[config.mk]
export PLATFORM = sky130hd
export DESIGN_NAME = keypad_scanner
export DESIGN_NICKNAME = d
export VERILOG_FILES = /design/src/rtl/keypad_scanner.sv
export SDC_FILE = /design/constraint.sdc
export NUM_CORES = 1
export LEC_CHECK = 0
export CORE_MARGIN = 1
export CORE_UTILIZATION = 50
export CTS_CLUSTER_SIZE = 30
export DETAILED_ROUTE_END_ITERATION = 7
export PLACE_DENSITY_LB_ADDON = 0.2
export RECOVER_POWER = 100
export SLEW_MARGIN = 20
export SYNTH_ARGS = -nofsm -noshare
export SYNTH_HDL_FRONTEND = slang
export SYNTH_SLANG_ARGS = --single-unit
[constraint.sdc]
create_clock -name clk -period 6.5 [get_ports clk]
set_input_delay 1.3 -clock clk [delete_from_list [all_inputs] [get_ports clk]]
set_output_delay 1.3 -clock clk [all_outputs]
set_load 0.01 [all_outputs]
[src/rtl/keypad_scanner.sv]
// keypad_scanner: 4x4 matrix keypad initiator.
// Drives one active-low column at a time, samples the active-low rows through
// a 2-FF synchronizer, debounces a single key press and reports its code.
//
// Ports:
//   clk        system clock
//   reset      asynchronous active-low reset
//   row[3:0]   keypad rows, active-low, asynchronous to clk
//   col[3:0]   keypad column drive, active-low one-hot
//   key_value  last accepted key code (row_index*4 + col_index)
//   key_valid  one-cycle pulse on acceptance of a new key
//   key_held   high from acceptance until the release is accepted
module keypad_scanner #(
    parameter int SCAN_DIV = 50000,
    parameter int DEBOUNCE = 8
) (
    input  logic       clk,
    input  logic       reset,
    input  logic [3:0] row,
    output logic [3:0] col,
    output logic [3:0] key_value,
    output logic       key_valid,
    output logic       key_held
);

    localparam int DW = $clog2(SCAN_DIV);
    localparam int CW = $clog2(DEBOUNCE + 1);
    localparam logic [DW-1:0] DWELL_LAST = DW'(SCAN_DIV - 1);
    localparam logic [CW-1:0] CNT_LAST   = CW'(DEBOUNCE - 1);

    typedef enum logic [1:0] {
        ST_SCAN     = 2'd0,
        ST_DEBOUNCE = 2'd1,
        ST_PRESSED  = 2'd2
    } state_t;

    // Returns {valid, row_index}; valid only when exactly one row is low.
    function automatic logic [2:0] decode_row(input logic [3:0] rs);
        logic [2:0] res;
        case (rs)
            4'b1110: res = 3'b100;
            4'b1101: res = 3'b101;
            4'b1011: res = 3'b110;
            4'b0111: res = 3'b111;
            default: res = 3'b000;
        endcase
        return res;
    endfunction

    state_t        state_r, state_s;
    logic [3:0]    sync1_r, sync2_r;
    logic [DW-1:0] dwell_r, dwell_s;
    logic [1:0]    col_idx_r, col_idx_s;
    logic [3:0]    col_r, col_s;
    logic [1:0]    cand_row_r, cand_row_s;
    logic [CW-1:0] deb_cnt_r, deb_cnt_s;
    logic [CW-1:0] rel_cnt_r, rel_cnt_s;
    logic [3:0]    key_value_r, key_value_s;
    logic          key_valid_r, key_valid_s;
    logic          key_held_r, key_held_s;
    logic          sample_s;
    logic [2:0]    dec_s;
    logic          single_s;
    logic [1:0]    row_idx_s;

    assign sample_s  = (dwell_r == DWELL_LAST);
    assign dec_s     = decode_row(sync2_r);
    assign single_s  = dec_s[2];
    assign row_idx_s = dec_s[1:0];

    assign col       = col_r;
    assign key_value = key_value_r;
    assign key_valid = key_valid_r;
    assign key_held  = key_held_r;

    // Synchronizer, counters, FSM state and registered outputs.
    always_ff @(posedge clk or negedge reset) begin
        if (!reset) begin
            sync1_r     <= 4'b1111;
            sync2_r     <= 4'b1111;
            state_r     <= ST_SCAN;
            dwell_r     <= {DW{1'b0}};
            col_idx_r   <= 2'd0;
            col_r       <= 4'b1110;
            cand_row_r  <= 2'd0;
            deb_cnt_r   <= {CW{1'b0}};
            rel_cnt_r   <= {CW{1'b0}};
            key_value_r <= 4'd0;
            key_valid_r <= 1'b0;
            key_held_r  <= 1'b0;
        end else begin
            sync1_r     <= row;
            sync2_r     <= sync1_r;
            state_r     <= state_s;
            dwell_r     <= dwell_s;
            col_idx_r   <= col_idx_s;
            col_r       <= col_s;
            cand_row_r  <= cand_row_s;
            deb_cnt_r   <= deb_cnt_s;
            rel_cnt_r   <= rel_cnt_s;
            key_value_r <= key_value_s;
            key_valid_r <= key_valid_s;
            key_held_r  <= key_held_s;
        end
    end

    // Next-state logic: all decisions are taken only at the dwell sample point,
    // which is also the only moment the column may change.
    always_comb begin
        state_s     = state_r;
        col_idx_s   = col_idx_r;
        cand_row_s  = cand_row_r;
        deb_cnt_s   = deb_cnt_r;
        rel_cnt_s   = rel_cnt_r;
        key_value_s = key_value_r;
        key_valid_s = 1'b0;
        key_held_s  = key_held_r;

        if (sample_s) begin
            dwell_s = {DW{1'b0}};
            case (state_r)
                ST_SCAN: begin
                    if (single_s) begin
                        cand_row_s = row_idx_s;
                        if (DEBOUNCE == 1) begin
                            state_s     = ST_PRESSED;
                            key_value_s = {row_idx_s, col_idx_r};
                            key_valid_s = 1'b1;
                            key_held_s  = 1'b1;
                            rel_cnt_s   = {CW{1'b0}};
                        end else begin
                            state_s   = ST_DEBOUNCE;
                            deb_cnt_s = CW'(1);
                        end
                    end else begin
                        col_idx_s = col_idx_r + 2'd1;
                    end
                end
                ST_DEBOUNCE: begin
                    if (single_s && (row_idx_s == cand_row_r)) begin
                        if (deb_cnt_r == CNT_LAST) begin
                            state_s     = ST_PRESSED;
                            key_value_s = {cand_row_r, col_idx_r};
                            key_valid_s = 1'b1;
                            key_held_s  = 1'b1;
                            deb_cnt_s   = {CW{1'b0}};
                            rel_cnt_s   = {CW{1'b0}};
                        end else begin
                            deb_cnt_s = deb_cnt_r + CW'(1);
                        end
                    end else begin
                        state_s   = ST_SCAN;
                        deb_cnt_s = {CW{1'b0}};
                        col_idx_s = col_idx_r + 2'd1;
                    end
                end
                ST_PRESSED: begin
                    if (sync2_r == 4'b1111) begin
                        if (rel_cnt_r == CNT_LAST) begin
                            state_s    = ST_SCAN;
                            key_held_s = 1'b0;
                            rel_cnt_s  = {CW{1'b0}};
                            col_idx_s  = col_idx_r + 2'd1;
                        end else begin
                            rel_cnt_s = rel_cnt_r + CW'(1);
                        end
                    end else begin
                        rel_cnt_s = {CW{1'b0}};
                    end
                end
                default: begin
                    state_s    = ST_SCAN;
                    deb_cnt_s  = {CW{1'b0}};
                    rel_cnt_s  = {CW{1'b0}};
                    key_held_s = 1'b0;
                end
            endcase
        end else begin
            dwell_s = dwell_r + DW'(1);
        end

        col_s = ~(4'b0001 << col_idx_s);
    end

endmodule
Word level (Yosys, flattened, before mapping)
Index checks and enable logic that the tools add are counted.
W data, S select, Z words.
{"block": "word_totals", "register_bits": 48, "latch_bits": 0, "ram_bits": 0, "mem_bits_ro": 0, "in_bits": 6, "output_inout_bits": 10, "wordCells": 77, "mem_count": 0}
{"block": "classes", "add_sub_neg": 4, "n_mul": 0, "n_div": 0, "magnitude_cmp": 0, "eq_ne": 17, "shift": 1, "mux": 32, "n_bitwise": 3, "reduce_logical": 8}
{"op": "$mux W4", "count": 7}
{"op": "$pmux W4 S3", "count": 2}
{"op": "$mux W2", "count": 10}
{"op": "$add A16 B1 Y16 const B", "count": 1}
{"op": "$eq A16 B16 Y1 const B", "count": 1}
{"op": "$eq A4 B4 Y1 const B", "count": 4}
{"op": "$mux W16", "count": 1}
{"op": "$eq A4 B3 Y1 const B", "count": 3}
{"op": "$pmux W2 S3", "count": 2}
{"op": "$pmux W3 S4", "count": 1}
{"op": "$ne A2 B2 Y1 const B", "count": 5}
{"op": "$add A4 B1 Y4 const B", "count": 2}
{"op": "$mux W1", "count": 8}
{"op": "$reduce_and A4 Y1", "count": 2}
{"op": "$reduce_and A3 Y1", "count": 2}
{"op": "$reduce_and A6 Y1", "count": 1}
{"op": "$reduce_and A5 Y1", "count": 1}
{"op": "$not A4 Y4", "count": 1}
{"op": "$shl A1 B2 Y4 const A", "count": 1}
{"op": "$ne A3 B3 Y1 const B", "count": 1}
{"op": "$pmux W1 S3", "count": 1}
{"op": "$add A2 B1 Y2 const B", "count": 1}
{"op": "$eq A2 B1 Y1 const B", "count": 1}
{"op": "$eq A2 B2 Y1", "count": 1}
{"op": "other kinds (4)", "count": 5}

Depth between registers and ports, before layout
{"block": "depth", "depth_word": 9, "depth_mapped": 8, "mapped_depth_nobuf": 7}

Worst setup path after synthesis
OpenSTA, ideal clock, no wires.
{"block": "synth_path", "path_type": "reg-to-reg", "startpoint": "register sync2_r[3]", "endpoint": "register key_value_r[0], in the netlist key_value[0]", "setup_ns": 0.125, "arrival_ns": 1.919, "required_time_ns": 6.375, "path_slack_ns": 4.457, "stages_incl_launch_ff": 8, "n_path_buf": 1, "synth_period_minus_slack_ns": 2.043, "path_cell_list": "dfstp_2 buf_4 or3b_2 a21oi_2 nor2_1 nor2_1 nand3_2 mux2_2"}
{"block": "synth_via", "elab_chain_cells": 5, "elab_cells_between_ends": 8, "classes_between": "eq/ne: 5; mux: 1; reduce/logical: 2"}
{"item": "start: declaration", "line": "51", "text": "logic [3:0] sync1_r, sync2_r;"}
{"item": "start signal: assignment", "line": "93", "text": "sync2_r <= sync1_r;"}
{"item": "$eq A4 B3 Y1 / $eq A4 B4 Y1 (equally long branches)", "line": "40", "text": "case (rs)"}
{"item": "$pmux W3 S4 *", "line": "40"}
{"item": "$eq A2 B2 Y1", "line": "140", "text": "if (single_s && (row_idx_s == cand_row_r)) begin"}
{"item": "$logic_and A1 B1 Y1 *", "line": "140"}
{"item": "$reduce_and A4 Y1 (no line) *"}
{"item": "end signal: assignment", "line": "101", "text": "key_value_r <= key_value_s;"}
{"item": "end: declaration", "line": "58", "text": "logic [3:0] key_value_r, key_value_s;"}
Mark *: on every way between the ends. The rest lies on a longest branch, timed or not.
A chain may end at the register's enable or synchronous reset.

==> reports/qor.txt <==
Outcome: complete, but fails checks
Failing checks: max-capacitance violations, max-slew violations
Worst R2R Path Depth: 6
Synth Area per Inst: 10.9 µm²
Register area share after synthesis: 0.544
Seq cells post-synth: 48
RSZ-0062 raised after global routing: false
Cell row count: 23
Layout cells sized above 1: 0.131
Critical Path RT: 6430 ps
TritonCTS clock tree: yes
Cells after synthesis: 204
Pint: 0.434 mW
R2r endpoint: cand_row_r[1]$_DFFE_PN0P_
Hold Path Origin: sync1_r[0]$_DFF_PN1_
CP bufs+invs: 1
Met3 WL post-DR: 113 µm
DRC: 0
Port Buffers: 15
Final Setup Violations: 0
# nets final: 229
Yosys cell types: 47
Largest net degree at the start of global routing: 49
Peak Freq: 0.328 GHz
Root Driver: clkbuf_8
Fin crit share: 0.469
R2R Setup Slk: 4020 ps
Hold path endpoint: sync2_r[0]$_DFF_PN1_
Net load switching power: 0.109 mW
Reg power frac: 0.563
Vias in the first global route: 1514
Worst path cell trace: clkbuf_1
Met1 wire length: 1.70 mm
Slowest cell on the critical path: clkbuf_1
Fin Hold WS: 360 ps
Via density: 5.75
Die height: 68.8 µm
Final hold vios: 0
Number of routed nets with antenna violations: 0
# diodes: 0
Total Power: 0.543 mW
Min-Delay Path Depth: 0
Commonest cells after routing, fill and taps aside: dfrtp_1, nand2_1, nor2_1
Initial antenna violation count: 0
Fin Setup TNS: 0 ps
Initial Util: 0.539
First-pass GRT wire length: 6.68 mm
Sw Ratio: 0.201
Comb pwr share: 0.026
First-pass iteration count of the detailed router: 4
Gpl congestion: 0.893
Num CTS Buffers: 5
Crit Path Max Fanout: 48
Ys Warns: 0
Clock Pin Slew Worst Setup and Hold Paths: 90 ps
DP HPWL: 2.79 mm
Post-Route WL: 3.82 mm
Total die area: 4740 µm²
Worst Hold Class: reg2reg
Core area: 4140 µm²
Pwr Density: 216 nW/µm²
Skew final: 7.65 ps
Commonest non-fill, non-tap cell in the layout: dfrtp_1
Clk pwr share: 0.411
Pleak: 1.13 nW
Wirelength per Cell: 14.1 µm
Vias: 1559
Post-synth net total: 213
Highest routed layer: met4
Clock tree buffer depth: 2
Drt first-iter violations: 153
Number of max-cap violations: 1
Grt total ovfl: 0
CTS Hold Bufs: 0
Area grow syn2layout: 12.7%
CP Capture Type: async pin
Max-slew violations: 49
Post-Syn Area: 2230 µm²
Worst slew pin tran: 2370 ps
Worst EP arrival: 2980 ps
Post-cts resize count: 0
Met2 wire length: 1.95 mm
Clock sinks: 48
Max H-tree Level: 2
Worst-Skew Late Latency: 300 ps
Post-CTS setup buffers: 0
Crit path launch type: input pin
Critical path's top delay family: buffers and inverters
Final Critical Period: 3050 ps
Critical Path Max Stage Delay: 1650 ps
Total GRT Usage: 0.195
VDD IR-drop max: 0.117 mV
Reg-to-reg startpoint: dwell_r[0]$_DFF_PN0_
Worst slew margin: -0.578
Ports: 16
Die W: 68.8 µm
Kind of critical path: in2async
worst max path at each step:
stage	endpoint	startpoint	slack [ps]	cells past startpoint
floorplan	key_value[0]$_DFFE_PN0P_	sync2_r[3]$_DFF_PN1_	4460	7
global placement	cand_row_r[1]$_DFFE_PN0P_	dwell_r[0]$_DFF_PN0_	4080	6
detailed placement	cand_row_r[1]$_DFFE_PN0P_	dwell_r[0]$_DFF_PN0_	4000	6
CTS	col[2]	col[2]$_DFF_PN1_	3840	1
global route	dwell_r[3]$_DFF_PN0_	reset	2830	1
finish	cand_row_r[1]$_DFFE_PN0P_	reset	3450	1
state kept, by name (all words and copies together) (netlist names):
signal and cells:
cand_row_r 2, col 4, col_idx_r 2, deb_cnt_r 4, dwell_r 16, key_held 1
key_valid 1, key_value 4, rel_cnt_r 4, state_r 2, sync1_r 4, sync2_r 4
power groups by stage:
stage | Sequential, mW | Combinational (mW) | Clock (mW)
after floorplan | 0.310 | 0.00808 | 0
after CTS | 0.306 | 0.0155 | 0.230
final | 0.306 | 0.0140 | 0.223
after global placement | 0.311 | 0.0153 | 0
after detailed placement | 0.311 | 0.0155 | 0
after global routing | 0.306 | 0.0165 | 0.240
kinds of logic (layout without fill, tap and decap cells):
kind of cell | Yosys count | in the layout | synth area share
buf+inv | 11 | 28 | 0.0241
simple gates | 87 | 87 | 0.212
xor+xnor | 17 | 17 | 0.0667
mux | 6 | 6 | 0.0297
fa+ha+maj | 3 | 3 | 0.0168
compound gates | 32 | 32 | 0.106
flops | 48 | 48 | 0.544
metal layers:
metal | up-vias | GRT usage
li1 | 756 | -
met1 | 771 | 0.227
met2 | 27 | 0.336
met3 | 5 | 0.0559
met4 | 0 | 0.0765
met5 | - | 0
area by class of cell:
class,instances,area (µm²)
clock buffers,6,82.6
clock inverters,2,38.8
fillers,357,1630
inverters,5,18.8
multi-input cells,145,955
flip-flops and latches,48,1210
well taps,50,62.6
repair buffers,15,144
stage by stage:
stage / setup WS [ps] / instances / instance area (µm²) / util
after floorplan: 4460 / 204 / 2230 / -
after global placement: 4080 / 263 / 2410 / 0.581
after detailed placement: 4000 / 263 / 2410 / 0.581
after CTS: 3840 / 271 / 2530 / 0.610
after global routing: 2830 / 271 / 2520 / 0.607
final: 3450 / 271 / 2520 / 0.607
cell usage after synthesis, drive strengths merged:
master   count  share of area
mux2i        1         0.0045
nand3       10          0.025
o21ai       12          0.027
o211a        1         0.0045
a21oi        6          0.015
dfrtp       37           0.41
o31ai        3          0.012
nor2b        4          0.011
a21o         1         0.0034
and3b        1         0.0039
a211oi       1         0.0090
mux2         5          0.025
nor3         7          0.016
nand2       19          0.032
buf          3          0.011
nand2b       3         0.0084
nand4b       2         0.0078
o211ai       2         0.0090
nor3b        1         0.0034
or3b         2         0.0078
a22o         2         0.0078
dfstp       11           0.13
xor2         9          0.035
o2bb2ai      1         0.0039
nand4        3         0.0084
xnor2        8          0.031
nor4         2         0.0056
inv          5         0.0084
and4         2         0.0078
ha           3          0.017
and3         6          0.017
nor4b        1         0.0039
nand3b       4          0.013
clkbuf       3         0.0050
o21bai       1         0.0050
a32o         1         0.0045
nor4bb       2         0.0090
o41a         1         0.0050
and2         2         0.0056
nor2        16          0.027
Power figures use the tool's default switching activity.
